File: src/rtl/rst_clk_sched_if.sv
// Soft-reset handshake, divider control and sequenced reset outputs
// of the reset/clock-enable scheduler.
`timescale 1ns/1ps
interface rst_clk_sched_if #(
    parameter int G_NB_RST    = 4,
    parameter int G_DIV_WIDTH = 16
);
    logic                   soft_rst_req;
    logic                   soft_rst_ack;
    logic [G_DIV_WIDTH-1:0] div_val;
    logic [G_NB_RST-1:0]    o_rst_n;
    logic                   o_clk_en;
    logic                   o_ready;

    modport master (
        output soft_rst_req,
        output div_val,
        input  soft_rst_ack,
        input  o_rst_n,
        input  o_clk_en,
        input  o_ready
    );

    modport slave (
        input  soft_rst_req,
        input  div_val,
        output soft_rst_ack,
        output o_rst_n,
        output o_clk_en,
        output o_ready
    );
endinterface

File: src/rtl/rst_clk_sched.sv
// Staggered reset release for G_NB_RST domains, soft-reset handshake
// and a programmable clock-enable divider once all domains run.
`timescale 1ns/1ps
module rst_clk_sched #(
    parameter int G_NB_RST      = 4,
    parameter int G_STAGGER     = 8,
    parameter int G_SYNC_STAGES = 2,
    parameter int G_DIV_WIDTH   = 16
) (
    input  logic           clk,
    input  logic           rst_n,
    rst_clk_sched_if.slave bus
);
    localparam int CW = $clog2(G_STAGGER);
    localparam int IW = (G_NB_RST > 1) ? $clog2(G_NB_RST) : 1;
    localparam logic [CW-1:0] C_TERM = CW'(G_STAGGER - 1);
    localparam logic [IW-1:0] C_LAST = IW'(G_NB_RST - 1);
    localparam logic [G_NB_RST-1:0] C_ONE = G_NB_RST'(1);

    typedef enum logic [1:0] {
        S_RESET,
        S_RELEASE,
        S_RUN,
        S_SOFT_HOLD
    } state_t;

    state_t                   state_q, state_d;
    logic [CW-1:0]            cnt_q, cnt_d;
    logic [IW-1:0]            idx_q, idx_d;
    logic [G_NB_RST-1:0]      rst_q, rst_d;
    logic                     rdy_q, rdy_d;
    logic                     en_q, en_d;
    logic                     ack_q, ack_d;
    logic                     req_q;
    logic [G_DIV_WIDTH-1:0]   div_cnt_q, div_cnt_d;
    logic [G_DIV_WIDTH-1:0]   div_lat_q, div_lat_d;
    logic [G_SYNC_STAGES-1:0] sync_q;
    logic                     rst_sync;
    logic                     req_edge;

    assign rst_sync = sync_q[G_SYNC_STAGES-1];
    assign req_edge = bus.soft_rst_req & ~req_q;

    always_ff @(posedge clk or negedge rst_n) begin
        if (!rst_n) begin
            sync_q <= '0;
        end else begin
            sync_q <= {sync_q[G_SYNC_STAGES-2:0], 1'b1};
        end
    end

    always_ff @(posedge clk or negedge rst_n) begin
        if (!rst_n) begin
            state_q   <= S_RESET;
            cnt_q     <= '0;
            idx_q     <= '0;
            rst_q     <= '0;
            rdy_q     <= 1'b0;
            en_q      <= 1'b0;
            ack_q     <= 1'b0;
            req_q     <= 1'b0;
            div_cnt_q <= '0;
            div_lat_q <= '0;
        end else begin
            state_q   <= state_d;
            cnt_q     <= cnt_d;
            idx_q     <= idx_d;
            rst_q     <= rst_d;
            rdy_q     <= rdy_d;
            en_q      <= en_d;
            ack_q     <= ack_d;
            req_q     <= bus.soft_rst_req;
            div_cnt_q <= div_cnt_d;
            div_lat_q <= div_lat_d;
        end
    end

    always_comb begin
        state_d   = state_q;
        cnt_d     = cnt_q;
        idx_d     = idx_q;
        rst_d     = rst_q;
        rdy_d     = rdy_q;
        en_d      = en_q;
        ack_d     = 1'b0;
        div_cnt_d = div_cnt_q;
        div_lat_d = div_lat_q;
        unique case (state_q)
            S_RESET: begin
                if (rst_sync) begin
                    state_d = S_RELEASE;
                    cnt_d   = '0;
                    idx_d   = '0;
                end
            end
            S_RELEASE: begin
                if (cnt_q == C_TERM) begin
                    cnt_d = '0;
                    rst_d = rst_q | (C_ONE << idx_q);
                    idx_d = idx_q + IW'(1);
                    if (idx_q == C_LAST) begin
                        // Divider starts at zero so the first run cycle pulses
                        state_d   = S_RUN;
                        rdy_d     = 1'b1;
                        en_d      = 1'b1;
                        idx_d     = '0;
                        div_cnt_d = '0;
                        div_lat_d = bus.div_val;
                    end
                end else begin
                    cnt_d = cnt_q + CW'(1);
                end
            end
            S_RUN: begin
                if (req_edge) begin
                    state_d   = S_SOFT_HOLD;
                    cnt_d     = '0;
                    rst_d     = '0;
                    rdy_d     = 1'b0;
                    en_d      = 1'b0;
                    div_cnt_d = '0;
                end else if (div_cnt_q == div_lat_q) begin
                    div_cnt_d = '0;
                    div_lat_d = bus.div_val;
                    en_d      = 1'b1;
                end else begin
                    div_cnt_d = div_cnt_q + G_DIV_WIDTH'(1);
                    en_d      = 1'b0;
                end
            end
            S_SOFT_HOLD: begin
                if (cnt_q == C_TERM) begin
                    state_d = S_RELEASE;
                    ack_d   = 1'b1;
                    cnt_d   = '0;
                    idx_d   = '0;
                end else begin
                    cnt_d = cnt_q + CW'(1);
                end
            end
            default: begin
                state_d = S_RESET;
            end
        endcase
    end

    assign bus.o_rst_n      = rst_q;
    assign bus.o_ready      = rdy_q;
    assign bus.o_clk_en     = en_q;
    assign bus.soft_rst_ack = ack_q;
endmodule

File: src/flat_wrapper.sv
// flat-port wrapper written by rule: the top's interface ports become plain ports
module rst_clk_sched_flat 
#(
    parameter int G_NB_RST      = 4,
    parameter int G_STAGGER     = 8,
    parameter int G_SYNC_STAGES = 2,
    parameter int G_DIV_WIDTH   = 16
)
  (clk, rst_n, bus_soft_rst_req, bus_div_val, bus_soft_rst_ack, bus_o_rst_n, bus_o_clk_en, bus_o_ready);
  rst_clk_sched_if #(.G_NB_RST(G_NB_RST), .G_DIV_WIDTH(G_DIV_WIDTH)) bus_i ();
  input  logic clk;
  input  logic rst_n;
  input wire logic [$bits(bus_i.soft_rst_req)-1:0] bus_soft_rst_req;
  input wire logic [$bits(bus_i.div_val)-1:0] bus_div_val;
  output wire logic [$bits(bus_i.soft_rst_ack)-1:0] bus_soft_rst_ack;
  output wire logic [$bits(bus_i.o_rst_n)-1:0] bus_o_rst_n;
  output wire logic [$bits(bus_i.o_clk_en)-1:0] bus_o_clk_en;
  output wire logic [$bits(bus_i.o_ready)-1:0] bus_o_ready;
  assign bus_i.soft_rst_req = bus_soft_rst_req;
  assign bus_i.div_val = bus_div_val;
  assign bus_soft_rst_ack = bus_i.soft_rst_ack;
  assign bus_o_rst_n = bus_i.o_rst_n;
  assign bus_o_clk_en = bus_i.o_clk_en;
  assign bus_o_ready = bus_i.o_ready;
  rst_clk_sched #(.G_NB_RST(G_NB_RST), .G_STAGGER(G_STAGGER), .G_SYNC_STAGES(G_SYNC_STAGES), .G_DIV_WIDTH(G_DIV_WIDTH)) u_core (.clk(clk), .rst_n(rst_n), .bus(bus_i));
endmodule
File: config.mk
export PLATFORM = sky130hd
export DESIGN_NAME = rst_clk_sched_flat
export DESIGN_NICKNAME = d
export VERILOG_FILES = /design/src/rtl/rst_clk_sched_if.sv /design/src/rtl/rst_clk_sched.sv /design/src/flat_wrapper.sv
export SDC_FILE = /design/constraint.sdc
export NUM_CORES = 1
export LEC_CHECK = 0
export BUFFER_PORTS_ARGS = -buffer_cell sky130_fd_sc_hd__buf_2
export CAP_MARGIN = 0
export CORE_MARGIN = 3
export CORE_UTILIZATION = 45
export CTS_CLUSTER_DIAMETER = 120
export DETAILED_ROUTE_END_ITERATION = 8
export GPL_TIMING_DRIVEN = 0
export HOLD_SLACK_MARGIN = 0.05
export PLACE_DENSITY = 0.65
export SYNTH_ARGS = -nofsm -noshare
export SYNTH_HDL_FRONTEND = slang
export SYNTH_SLANG_ARGS = --single-unit
File: constraint.sdc
create_clock -name clk -period 1.82 [get_ports clk]
set_input_delay 0.091 -clock clk [delete_from_list [all_inputs] [get_ports clk]]
set_output_delay 0.091 -clock clk [all_outputs]
set_load 0.05 [all_outputs]
======== After elaboration in Yosys (flattened, before gate mapping) ========
Cells that the tools add are included.
storage, ports and cells
  bits in registers ....................... 49
  bits in latches ......................... 0
  memory bits (writable) .................. 0
  ROM bits ................................ 0
  output and inout bits ................... 7
  word-level logic and storage cells ...... 79
  memories ................................ 0
operators by class
  add/sub/neg operators ................... 3
  multiply operators ...................... 0
  divide/modulo/power cells ............... 0
  order comparisons ....................... 0
  equal/unequal tests ..................... 13
  shift operators ......................... 1
  muxes and demuxes ....................... 37
  bitwise logic cells ..................... 3
  reductions and logical operators ........ 11
operator list
  cell                                                                     count
  16-bit 2-to-1 mux                                                        8
  16-bit case mux with 2 select lines                                      2
  2-bit 2-to-1 mux                                                         9
  16-bit by 1-bit adder with 16-bit output, second input constant          1
  16-bit == test                                                           1
  2-bit by 1-bit inequality test with 1-bit output, second input constant  6
  5-bit AND reduction                                                      2
  3-bit 2-to-1 mux                                                         3
  3-bit case mux with 3 select lines                                       1
  4-bit 2-to-1 mux                                                         2
  2-bit case mux with 4 select lines                                       1
  4-bit case mux with 2 select lines                                       1
  4-bit AND reduction                                                      2
  1-bit 2-to-1 mux                                                         7
  2-bit == test, second input constant                                     3
  2-bit case mux with 3 select lines                                       1
  3-bit AND reduction                                                      2
  4-bit bitwise OR                                                         1
  1-bit case mux with 2 select lines                                       2
  1-bit by 2-bit << shifter with 4-bit output, first input constant        1
  3-bit by 1-bit adder with 3-bit output, second input constant            1
  3-bit == test, second input constant                                     1
  3-bit nonzero test                                                       1
  2-bit by 1-bit adder with 2-bit output, second input constant            1
  other kinds (8)                                                          8

======== Logic depth before layout (Yosys ltp) ========
Gate-level depths: netlist of the first run.
  depth after elaboration ................. 4
  mapped depth ............................ 8
  gate-level depth less buffers ........... 7

======== Worst setup path before layout of the first run ========
No wires, ideal clock.
  path kind ............................... reg2reg
  start point ............................. register u_core.cnt_q[0]
  end point ............................... register u_core.div_lat_q[0]
  library setup time ...................... 0.131 ns
  arrival ................................. 1.720 ns
  path slack .............................. -0.030 ns
  stages on the path, launching flop included .. 9
  buffers on the path ..................... 2
  clock period less this slack ............ 1.850 ns
  cells stage by stage .................... dfrtp_1 ha_1 ha_1 nand2_1 a21bo_2 buf_2 clkbuf_1 a221oi_1 nand3_1
on the way
  word-level cells in the longest chain between the ends .. 3
RTL lines
  what                                                               RTL line             source
  start, declared                                                    rst_clk_sched.sv:28  logic [CW-1:0] cnt_q, cnt_d;
  start signal, assigned                                             rst_clk_sched.sv:66  cnt_q <= cnt_d;
  3-bit == test                                                      rst_clk_sched.sv:97  if (cnt_q == C_TERM) begin
  2-bit by 1-bit inequality test with 1-bit output (no source line)  --
  5-bit AND reduction (no source line)                               --
  end signal, assigned                                               rst_clk_sched.sv:74  div_lat_q <= div_lat_d;
  end, declared                                                      rst_clk_sched.sv:36  logic [G_DIV_WIDTH-1:0] div_lat_q, div_lat_d;
No other way between the ends.
A chain may end at the register's enable or synchronous reset.

======== Final worst setup path of the first run ========
  start point ............................. register u_core.div_cnt_q[4]
  end point ............................... register u_core.div_cnt_q[4]
on the way
  word-level cells in the longest chain between the ends .. 4
  elaborated cells between the ends (all ways) .. 5
  classes of those cells .................. add/sub: 1; eq/ne: 1; mux: 3
RTL lines
  what                                                                               RTL line                                    source
  start, declared                                                                    rst_clk_sched.sv:35                         logic [G_DIV_WIDTH-1:0] div_cnt_q, div_cnt_d;
  start signal, assigned                                                             rst_clk_sched.sv:73                         div_cnt_q <= div_cnt_d;
  16-bit by 1-bit adder with 16-bit output / 16-bit == test (equally long branches)  rst_clk_sched.sv:127, rst_clk_sched.sv:122
  16-bit 2-to-1 mux (*)                                                              rst_clk_sched.sv:122                        end else if (div_cnt_q == div_lat_q) begin
  16-bit 2-to-1 mux (*)                                                              rst_clk_sched.sv:115                        if (req_edge) begin
  16-bit case mux with 2 select lines (*)                                            rst_clk_sched.sv:88                         unique case (state_q)
Every way passes the cells marked *; elsewhere a longest branch is shown, timed or not.

==> results.md, run 1 <==
- 43 — Synth cell types
- flip-flop — critical path startpoint category
- 519 MHz — highest clock rate
- 0 — Synth Warn #
- 6 — FF-to-FF path depth
- 0 — number of synthesized flops with an enable pin
- 2676 — number of global-route vias before repair
- 86.9 um — width of the die
- -0.107 ns — crit path setup slack, layout
- 41.6% — sequential element share of the synthesized area
- 0 — number of max-capacitance violations reported
- 1.93 ns — Tmin final
- 1.66 nW — leak pwr
- 86.9 um — Vert. Die Dim
- 0.0102 ns — post-route clock skew
- 7550 um^2 — die footprint
- 0 — antenna-violating nets left
- 17.9 um — wire length per cell after detailed routing
- u_core.div_cnt_q[4] — Critical R2R Capture
- 50 — pin count of the biggest net entering global routing
- 0 — sum of overflow across all layers after global routing
- 1.06 mV — IR Drop Worst-Case VDD
- 2.02 ns — data required time at the worst endpoint
- 2 — CTS Buffer Depth
- 351 — number of nets produced by synthesis
- 0.0575 ns — worst hold margin
- 0.31 ns — insertion delay of the later-clocked pin in the worst-skew pair
- 5130 um — Final HPWL DP
- sky130_fd_sc_hd__clkbuf_8 — CTS Root Cell
- 1750 nW/um^2 — PD cells
- 5 — Max FO, Critical Path
- 24.6% — worst rel slew slack
- 3880 um^2 — Finished Cell Area
- 2950 um^2 — Syn Std Cell Area
- yes — RSZ-0062 raised after global routing
- 0 — DRC viols
- flip-flop to flip-flop — start-to-end type of the worst setup path
- 31.6% — area grow syn2layout
- 0 — diode insertion count for antenna repair
- 0 — number of antenna violations at the first check in global routing
- 1.13 ns — Least-Margin Pin Slew
- flip-flop — Critical Path Sink Type
- 3 — worst hold path cell count
- 13500 um — wire length of the first global-routing pass
- 9.20 um^2 — average footprint of a synthesized cell
- 2.13 ns — worst endpoint data arrival time
- 106% — share of the cycle needed by the critical path after routing
- 2738 — count of vias placed by the detailed router
- 29.7% — layout cell share with drive strength beyond 1
- -0.11 ns — slack of the worst reg-to-reg path
- bus_div_val[2] — Hold Path Origin
- 0 — final hold viol count
- -1.06 ns — setup TNS after final layout
- 49 — Num Clock Sinks
- 305 — drt first-iter violations
- 5 — Detailed Routing Iterations Pass 1
- 26 — boundary pin count
- 49 — post-synthesis sequential element count
- 0.853 — Final Wtd Congestion
- 28 — number of core rows
- 0.10 ns — clock transition at the registers of the reported paths
- 48.0% — initial cell density of the core
- u_core.div_lat_q[2] — sink of the worst hold path
- 100% — Async S/R FF share, synth
- 28 — final setup violating endpoints
- 512 — Fill cells
- 3170 um^2 — Placed Instance Area
- 63.2% — Final Util
- sky130_fd_sc_hd__dfrtp_1 — Post-synth top flop
- 25 — Port Buffers
- 5 — TritonCTS buffer count
- 6.02 — average via count per standard cell
- complete, but fails checks — outcome
- 22.8% — total routing resource utilization after global routing
- u_core.div_cnt_q[4] — startpoint of the lowest-slack register-to-register path
- yes — clock tree from TritonCTS
- 320 — synthesized netlist cell count
- 2 — H-tree depth
- 0 — number of pins with negative max-slew slack in the final report
- 410 — count of nets after finishing
- input pin to flip-flop — class of the worst hold path
- negative setup slack — failing checks
- 8150 um — Routed Wire Length
- 6130 um^2 — area of the placeable core
## synthesized netlist by cell type (2+ instances only)
| library cell | count | area, um^2 |
|---|---|---|
| sky130_fd_sc_hd__xnor2_1 | 9 | 78.8 |
| sky130_fd_sc_hd__nor4_1 | 7 | 43.8 |
| sky130_fd_sc_hd__a22o_1 | 3 | 26.3 |
| sky130_fd_sc_hd__a21oi_1 | 5 | 25.0 |
| sky130_fd_sc_hd__nand4_1 | 19 | 119 |
| sky130_fd_sc_hd__nand3_1 | 24 | 120 |
| sky130_fd_sc_hd__nor2_1 | 17 | 63.8 |
| sky130_fd_sc_hd__and2_1 | 18 | 113 |
| sky130_fd_sc_hd__buf_4 | 2 | 15.0 |
| sky130_fd_sc_hd__o31ai_1 | 2 | 15.0 |
| sky130_fd_sc_hd__nor2b_1 | 3 | 18.8 |
| sky130_fd_sc_hd__nor3b_1 | 16 | 120 |
| sky130_fd_sc_hd__nand2b_1 | 2 | 12.5 |
| sky130_fd_sc_hd__and3_1 | 2 | 12.5 |
| sky130_fd_sc_hd__and4_1 | 2 | 17.5 |
| sky130_fd_sc_hd__inv_1 | 8 | 30.0 |
| sky130_fd_sc_hd__nor3_1 | 5 | 25.0 |
| sky130_fd_sc_hd__xor2_1 | 17 | 149 |
| sky130_fd_sc_hd__a31oi_1 | 2 | 12.5 |
| sky130_fd_sc_hd__nor4_2 | 2 | 25.0 |
| sky130_fd_sc_hd__clkbuf_1 | 15 | 56.3 |
| sky130_fd_sc_hd__nand2_1 | 33 | 124 |
| sky130_fd_sc_hd__o21ai_0 | 10 | 50.1 |
| sky130_fd_sc_hd__a221oi_1 | 16 | 140 |
| sky130_fd_sc_hd__o21ai_1 | 2 | 10.0 |
| sky130_fd_sc_hd__ha_1 | 12 | 150 |
| sky130_fd_sc_hd__dfrtp_1 | 49 | 1230 |
| sky130_fd_sc_hd__buf_2 | 3 | 15.0 |
## layout by cell type, fill, tap and decap left out, types with 4 or more instances in the layout
cell / n
sky130_fd_sc_hd__nor2_1: 17
sky130_fd_sc_hd__o21ai_0: 10
sky130_fd_sc_hd__nor4_2: 8
sky130_fd_sc_hd__nand4_1: 19
sky130_fd_sc_hd__xor2_1: 17
sky130_fd_sc_hd__clkbuf_2: 4
sky130_fd_sc_hd__clkbuf_8: 5
sky130_fd_sc_hd__nand2_1: 31
sky130_fd_sc_hd__xnor2_1: 9
sky130_fd_sc_hd__buf_4: 18
sky130_fd_sc_hd__nor3_1: 4
sky130_fd_sc_hd__buf_2: 25
sky130_fd_sc_hd__a221oi_2: 16
sky130_fd_sc_hd__ha_2: 4
sky130_fd_sc_hd__nor3b_1: 16
sky130_fd_sc_hd__nand3_1: 24
sky130_fd_sc_hd__and2_1: 18
sky130_fd_sc_hd__dlygate4sd3_1: 11
sky130_fd_sc_hd__inv_1: 7
sky130_fd_sc_hd__ha_1: 5
sky130_fd_sc_hd__dfrtp_1: 46
sky130_fd_sc_hd__a21oi_1: 4
## layout make-up
class	instances	area [um^2]	area share [%]
Multi-Input combinational cell	242	1840	47.4
Inverter	8	30.0	0.775
Clock inverter	3	17.5	0.452
Buffer	17	155	4.00
Sequential cell	49	1230	31.7
Tap cell	75	93.8	2.42
Clock buffer	5	68.8	1.78
Timing Repair Buffer	56	445	11.5
## flip-flops by register name, summed over array words and instances (netlist names)
name / flops
u_core.bus.soft_rst_ack: 1
u_core.sync_q: 2
u_core.bus.o_clk_en: 1
u_core.bus.o_ready: 1
u_core.bus.o_rst_n: 4
u_core.div_lat_q: 16
u_core.cnt_q: 3
u_core.state_q: 2
u_core.idx_q: 2
u_core.div_cnt_q: 16
u_core.req_q: 1
## metrics by stage
stage / setup slack (ns) / power (mW) / std cells
floorplan: 0.00189 / 3.95 / 320
global placement: -0.394 / 4.68 / 420
detailed placement: -0.435 / 4.77 / 420
CTS: -0.0177 / 6.35 / 449
global route: -0.162 / 7.24 / 455
finish: -0.107 / 6.77 / 455
## worst max path at each step
stage | to | depth (start not counted) | start
final | u_core.div_cnt_q[4] | 6 | u_core.div_cnt_q[4]
after global routing | u_core.div_cnt_q[4] | 6 | u_core.div_cnt_q[4]
after detailed placement | u_core.div_lat_q[14] | 8 | u_core.state_q[1]
after floorplan | u_core.div_lat_q[0] | 8 | u_core.cnt_q[0]
after global placement | u_core.div_lat_q[15] | 8 | u_core.state_q[1]
after CTS | u_core.div_cnt_q[15] | 8 | u_core.cnt_q[0]
## metal layers
layer	vias to the layer above	wire length (um)	GRT usage, %
met5	-	0	0
li1	1279	-	-
met2	105	3710	35.1
met1	1334	3830	33.3
met4	0	151	7.08
met3	20	454	3.22
## critical path, cell delays in order, from the launching register on
cell                      delay, ns
sky130_fd_sc_hd__dfrtp_2       0.46
sky130_fd_sc_hd__xor2_1        0.18
sky130_fd_sc_hd__nor4_2        0.35
sky130_fd_sc_hd__nand4_1       0.25
sky130_fd_sc_hd__buf_4         0.22
sky130_fd_sc_hd__a31o_1        0.20
sky130_fd_sc_hd__a22o_1        0.17
## repair_timing
action                                  4_1_cts  5_1_grt
endpoints found under the hold margin        22        0
endpoints found under the setup margin       41       41
hold buffers                                 11        0
gates resized for setup                      46       30
buffers inserted                             11        7
gates cloned                                  1        1
pin swaps                                    13       14
## cell families (layout without fill, tap and decap cells)
kind of cell               count (synthesis)  in the layout  synth area share (%)
DFF                                       49             49                  41.6
other                                      1              1                 0.127
and+or+nand+nor                          153            153                  28.7
muxes                                      1              1                 0.382
buffers and inverters                     29             89                  4.33
adders and majority gates                 12             12                  5.10
xor gates and xnor gates                  26             26                  7.73
AOI/OAI and AO/OA                         49             49                  12.0
## power by group
part / switching [mW] / total, mW / internal [mW]
sequential: 0.329 / 1.77 / 1.44
combinational: 2.38 / 4.35 / 1.97
clock: 0.385 / 0.651 / 0.266
No activity file was read; power rests on OpenSTA's default activity.
==> run 2, diff against run 1 <==
--- a/config.mk
+++ b/config.mk
@@ -7,13 +7,15 @@
 export LEC_CHECK = 0
 export BUFFER_PORTS_ARGS = -buffer_cell sky130_fd_sc_hd__buf_2
 export CAP_MARGIN = 0
+export CELL_PAD_IN_SITES_DETAIL_PLACEMENT = 0
+export CELL_PAD_IN_SITES_GLOBAL_PLACEMENT = 1
 export CORE_MARGIN = 3
-export CORE_UTILIZATION = 45
+export CORE_UTILIZATION = 41
 export CTS_CLUSTER_DIAMETER = 120
 export DETAILED_ROUTE_END_ITERATION = 8
 export GPL_TIMING_DRIVEN = 0
 export HOLD_SLACK_MARGIN = 0.05
-export PLACE_DENSITY = 0.65
+export PLACE_DENSITY = 0.72
 export SYNTH_ARGS = -nofsm -noshare
 export SYNTH_HDL_FRONTEND = slang
 export SYNTH_SLANG_ARGS = --single-unit
==> run 2 against run 1 <==
Net effect:
- the run ends with negative hold slack, negative setup slack left
- global-route usage decreased by 2.8 points
- critical endpoint unchanged
- highest routed layer unchanged
- cell count increased by 4.4%
- sequential cell count unchanged
- largest power group unchanged
==> results.md, run 2 (same netlist as run 1, synthesis figures left out) <==
- 31.9% — area grow syn2layout
- 49 — Num Clock Sinks
- 26 — boundary pin count
- -0.00420 ns — worst hold margin
- 2 — final hold viol count
- 2.05 ns — worst endpoint data arrival time
- 3190 um^2 — Placed Instance Area
- 90.8 um — Vert. Die Dim
- 42.9% — initial cell density of the core
- 3880 um^2 — Finished Cell Area
- 8090 um — Routed Wire Length
- 2.03 ns — data required time at the worst endpoint
- 1.13 ns — Least-Margin Pin Slew
- flip-flop — Critical Path Sink Type
- 90.8 um — width of the die
- 17.0 um — wire length per cell after detailed routing
- 0.00923 ns — post-route clock skew
- 5190 um — Final HPWL DP
- 8240 um^2 — die footprint
- sky130_fd_sc_hd__dfrtp_2 — Slowest-stage cell, CP
- 0 — diode insertion count for antenna repair
- 0 — number of antenna violations at the first check in global routing
- 1 — CP Buf/Inv Count
- flip-flop — critical path startpoint category
- 6 — Crit. path cell count
- flip-flop to flip-flop — start-to-end type of the worst setup path
- 20.0% — total routing resource utilization after global routing
- 5.54 — average via count per standard cell
- 0.797 — Final Wtd Congestion
- 0 — DRC viols
- sky130_fd_sc_hd__clkbuf_8 — CTS Root Cell
- 0 — number of max-capacitance violations reported
- 1730 nW/um^2 — PD cells
- 544 MHz — highest clock rate
- 2 — CTS Buffer Depth
- 24.7% — worst rel slew slack
- 25 — Port Buffers
- 0 — sum of overflow across all layers after global routing
- 0.32 ns — insertion delay of the later-clocked pin in the worst-skew pair
- 43 x sky130_fd_sc_hd__dfrtp_1, 32 x sky130_fd_sc_hd__nand2_1, 28 x sky130_fd_sc_hd__buf_2 — most frequent cells in the layout
- 623 — Fill cells
- 4 — Detailed Routing Iterations Pass 1
- 1.84 ns — Tmin final
- 13100 um — wire length of the first global-routing pass
- 4 — Max FO, Critical Path
- 0.09 ns — clock transition at the registers of the reported paths
- 2534 — number of global-route vias before repair
- input pin to asynchronous set/reset pin — class of the worst hold path
- sky130_fd_sc_hd__dfrtp_1 — most common library cell in the layout ignoring fill and taps
- 2 — H-tree depth
- 0.831 mV — IR Drop Worst-Case VDD
- 101% — share of the cycle needed by the critical path after routing
- 28.8% — layout cell share with drive strength beyond 1
- 2630 — count of vias placed by the detailed router
- negative hold slack, negative setup slack — failing checks
- 475 — final cell count without fillers
- 5 — TritonCTS buffer count
- 30 — number of core rows
- 409 — count of nets after finishing
- simple AND/OR/NAND/NOR gates — CP delay by family, top
- 6 — FF-to-FF path depth
- 6870 um^2 — area of the placeable core
- 0 — antenna-violating nets left
- xor2_2 > nor4_4 > nand4_1 > buf_4 > a31o_1 > a22o_1 — CP Cell Sequence
- 123 — drt first-iter violations
- 1.64 nW — leak pwr
- complete, but fails checks — outcome
- yes — clock tree from TritonCTS
- 50 — pin count of the biggest net entering global routing
- -0.0180 ns — crit path setup slack, layout
- 441 — count of placed standard cells including taps
- 0.45 ns — Crit path largest cell delay
- 0 — number of pins with negative max-slew slack in the final report
- 3 — final setup violating endpoints
- yes — RSZ-0062 raised after global routing
-- run 2: cell types whose count changed in the layout (fill, tap and decap cells not counted), moves of 2 or more --
cell,delta
sky130_fd_sc_hd__dfrtp_1,-3
sky130_fd_sc_hd__dfrtp_2,+3
sky130_fd_sc_hd__ha_2,-2
sky130_fd_sc_hd__clkbuf_16,-2
sky130_fd_sc_hd__ha_4,+2
sky130_fd_sc_hd__buf_2,+3
sky130_fd_sc_hd__a221oi_2,-5
sky130_fd_sc_hd__a221oi_1,+5
sky130_fd_sc_hd__bufinv_16,+2
sky130_fd_sc_hd__buf_4,-3
-- run 2: routing by layer --
| metal | share of wire, % | track usage (%) | up-vias |
|---|---|---|---|
| li1 | - | - | 1273 |
| met1 | 48 | 28.2 | 1288 |
| met2 | 47 | 31.8 | 65 |
| met3 | 4.5 | 3.67 | 4 |
| met4 | 0.68 | 4.97 | 0 |
| met5 | 0 | 0 | - |
-- run 2: final timing paths --
check / startpoint / end / slack, ns
worst max-delay path: u_core.div_cnt_q[7] / u_core.div_cnt_q[4] / -0.02
worst min-delay path: rst_n / u_core.cnt_q[1] / -0.004
worst max register to register: u_core.div_cnt_q[7] / u_core.div_cnt_q[4] / -0.02
worst min register to register: u_core.sync_q[0] / u_core.sync_q[1] / 0.36
max in group asynchronous: rst_n / u_core.state_q[0] / 1.07
min in group clk: bus_div_val[7] / u_core.div_lat_q[7] / 0.04
-- run 2: per-stage QoR --
stage | total power, mW | setup TNS (ns) | utilization, % | setup slack, ns
after CTS | 6.40 | -0.00162 | 53.9 | -0.00162
final | 6.71 | -0.0377 | 56.5 | -0.0180
after detailed placement | 4.78 | -12.59 | 46.5 | -0.411
after floorplan | 3.95 | 0 | - | 0.00189
after global placement | 4.74 | -12.34 | 46.5 | -0.415
after global routing | 7.20 | -2.09 | 56.5 | -0.128
-- run 2: cell type report --
type	count	area (um^2)	area share [%]
plain buffers	18	158	4.06
clock buffers	5	68.8	1.77
clock inverters	3	65.1	1.68
inverters	8	30.0	0.773
multi-input cells	242	1820	46.9
flip-flops and latches	49	1230	31.8
well taps	96	120	3.09
repair buffers	54	387	9.95
-- run 2: worst reg2reg max path, delay by kind of cell (launching register included) --
kind / cells / cell delay, ns
AND/OR/NAND/NOR: 2 / 0.54
flip-flops: 1 / 0.45
buffers and inverters: 1 / 0.19
AO/OA/AOI/OAI: 2 / 0.36
XOR/XNOR: 1 / 0.20
-- run 2: power breakdown --
group          leakage (nW)  internal, mW  switching, mW
combinational         0.959          1.75           2.23
sequential            0.609          1.44          0.345
clock                0.0681         0.546          0.400
-- run 2: what timing repair did --
action / 4_1_cts / 5_1_grt
hold buffers: 9 / 3
resized for setup: 44 / 31
buffers inserted: 11 / 4
hold endpoints to repair: 9 / 3
endpoints found under the setup margin: 42 / 39
pin swaps: 9 / 10
gates cloned: 1 / 1
==> run 3, diff against run 2 <==
--- a/config.mk
+++ b/config.mk
@@ -10,12 +10,13 @@
 export CELL_PAD_IN_SITES_DETAIL_PLACEMENT = 0
 export CELL_PAD_IN_SITES_GLOBAL_PLACEMENT = 1
 export CORE_MARGIN = 3
-export CORE_UTILIZATION = 41
+export CORE_UTILIZATION = 45
 export CTS_CLUSTER_DIAMETER = 120
 export DETAILED_ROUTE_END_ITERATION = 8
 export GPL_TIMING_DRIVEN = 0
 export HOLD_SLACK_MARGIN = 0.05
-export PLACE_DENSITY = 0.72
+export PLACE_DENSITY = 0.75
+export SKIP_LAST_GASP = 1
 export SYNTH_ARGS = -nofsm -noshare
 export SYNTH_HDL_FRONTEND = slang
 export SYNTH_SLANG_ARGS = --single-unit
==> constraint.sdc (replaced) <==
create_clock -name clk -period 2.3 [get_ports clk]
set_input_delay 0.115 -clock clk [delete_from_list [all_inputs] [get_ports clk]]
set_output_delay 0.115 -clock clk [all_outputs]
set_load 0.05 [all_outputs]
==> run 3 against run 2 <==
Net effect:
- the run now ends clean
- critical path type unchanged
- clock power is 45% lower
- critical endpoint is now u_core.div_lat_q[13]
- cell area is 16% lower
- clock-buffer cell count stayed put
- first-iteration DRC count is 25% higher
- clock skew hardly changed
- cell count is 9.7% lower
- worst hold slack better by 0.028 ns
- sequential share of layout area is 5.6 points higher
- die area is 8.3% lower
==> results.md, run 3 (same netlist as run 1, synthesis figures left out) <==
- 2 — H-tree depth
- 28 — number of core rows
- 86.9 um — width of the die
- sky130_fd_sc_hd__clkbuf_8 — CTS Root Cell
- 0 — antenna-violating nets left
- 1320 nW/um^2 — PD cells
- 384 — count of nets after finishing
- yes — RSZ-0062 raised after global routing
- 2.33 ns — worst endpoint data arrival time
- 0.31 ns — insertion delay of the later-clocked pin in the worst-skew pair
- u_core.cnt_q[0] — startpoint of the lowest-slack register-to-register path
- u_core.div_lat_q[13] — Critical R2R Capture
- 0 — final setup violating endpoints
- flip-flop — critical path startpoint category
- 48.0% — initial cell density of the core
- 420 — count of placed standard cells including taps
- 1.13 ns — Least-Margin Pin Slew
- 470 MHz — highest clock rate
- 0 — final hold viol count
- 2 — CTS Buffer Depth
- 53.5% — Final Util
- 0.17 ns — slack of the worst reg-to-reg path
- finished, final reports clean — outcome
- 26 — boundary pin count
- flip-flop to flip-flop — start-to-end type of the worst setup path
- 3280 um^2 — Finished Cell Area
- 14.4% — layout cell share with drive strength beyond 1
- 21.4% — total routing resource utilization after global routing
- 3160 um^2 — Placed Instance Area
- 5.77 — average via count per standard cell
- 17.1 um — wire length per cell after detailed routing
- u_core.div_lat_q[13] — crit path capture
- 0 — DRC viols
- 2.13 ns — Tmin final
- 5 — Detailed Routing Iterations Pass 1
- 25 — Port Buffers
- 7350 um — Routed Wire Length
- 2.50 ns — data required time at the worst endpoint
- 11.4% — area grow syn2layout
- u_core.cnt_q[0] — first element of the critical path
- 49 — Num Clock Sinks
- 2387 — number of global-route vias before repair
- 429 — final cell count without fillers
- 0.0235 ns — worst hold margin
- 0.10 ns — clock transition at the registers of the reported paths
- 0 — number of max-capacitance violations reported
- 8 — FF-to-FF path depth
- 1.43 nW — leak pwr
- 5120 um — Final HPWL DP
- 0 — sum of overflow across all layers after global routing
- 0.00970 ns — post-route clock skew
- 0 — number of antenna violations at the first check in global routing
- 5 — TritonCTS buffer count
- 10 — Max FO, Critical Path
- 50 — pin count of the biggest net entering global routing
- sky130_fd_sc_hd__dfrtp_1 — most common library cell in the layout ignoring fill and taps
- 0.675 mV — IR Drop Worst-Case VDD
- 4.32 mW — final total power
- 7550 um^2 — die footprint
- 86.9 um — Vert. Die Dim
- input pin to asynchronous set/reset pin — class of the worst hold path
- 2477 — count of vias placed by the detailed router
- 12600 um — wire length of the first global-routing pass
- 0 — number of pins with negative max-slew slack in the final report
- flip-flop — Critical Path Sink Type
- yes — clock tree from TritonCTS
- 92.5% — share of the cycle needed by the critical path after routing
- 0 — diode insertion count for antenna repair
- 49 x sky130_fd_sc_hd__dfrtp_1, 33 x sky130_fd_sc_hd__nand2_1, 29 x sky130_fd_sc_hd__buf_2 — most frequent cells in the layout
- 0.791 — Final Wtd Congestion
- 24.4% — worst rel slew slack
- 6130 um^2 — area of the placeable core
- 154 — drt first-iter violations
==> run 3: report_power, final <==
group | internal [mW] | switching, mW | leakage, nW
Clock | 0.211 | 0.309 | 0.0439
Combinational | 0.886 | 1.52 | 0.767
Sequential | 1.14 | 0.252 | 0.619
Total | 2.24 | 2.08 | 1.43
==> run 3: area by class of cell <==
class / instances / area, um^2
plain buffers: 21 / 104
clock buffers: 5 / 68.8
clock inverters: 3 / 17.5
fillers: 593 / 2850
inverters: 8 / 30.0
multi-input cells: 242 / 1610
flip-flops and latches: 49 / 1230
well taps: 75 / 93.8
repair buffers: 26 / 135
==> run 3: metal layers <==
layer	global-route usage [%]	routed length, um	up-vias
li1	-	-	1220
met1	32.9	3820	1199
met2	31.2	3140	51
met3	3.31	305	7
met4	5.24	73	0
met5	0	0	-
==> run 3: stage by stage <==
stage	TNS, ns	worst slack, ns
after CTS	0	0.0546
after global routing	-0.00513	-0.00513
after floorplan	0	0.450
after global placement	-0.000983	-0.000983
after detailed placement	-0.00419	-0.00419
final	0	0.172
==> run 3: worst min path at each step <==
stage                      from              endpoint  slack (ns)  cells past startpoint
4_1_cts          bus_div_val[3]   u_core.div_lat_q[3]        0.06                      3
3_5_place_dp   bus_soft_rst_req          u_core.req_q        0.25                      1
2_1_floorplan             rst_n   u_core.bus.o_clk_en       -0.18                      0
5_1_grt          bus_div_val[7]   u_core.div_lat_q[7]        0.07                      3
6_report                  rst_n  u_core.div_lat_q[13]        0.02                      1
3_3_place_gp   bus_soft_rst_req          u_core.req_q        0.25                      1
==> run 3: worst max-delay path: stages (launching register included) <==
cell and delay, ns:
sky130_fd_sc_hd__dfrtp_1 0.39, sky130_fd_sc_hd__ha_1 0.16, sky130_fd_sc_hd__ha_1 0.23, sky130_fd_sc_hd__nand2_1 0.12
sky130_fd_sc_hd__a21bo_2 0.25, sky130_fd_sc_hd__buf_2 0.19, sky130_fd_sc_hd__buf_2 0.23, sky130_fd_sc_hd__a221oi_1 0.34
sky130_fd_sc_hd__nand3_1 0.11
==> run 3: what timing repair did <==
action                     in CTS  in global routing
hold buffers                    1                  0
hold endpoints to repair        1                  0
setup endpoints to repair      10                 29
resized for setup               1                 11
setup buffers                   0                  0
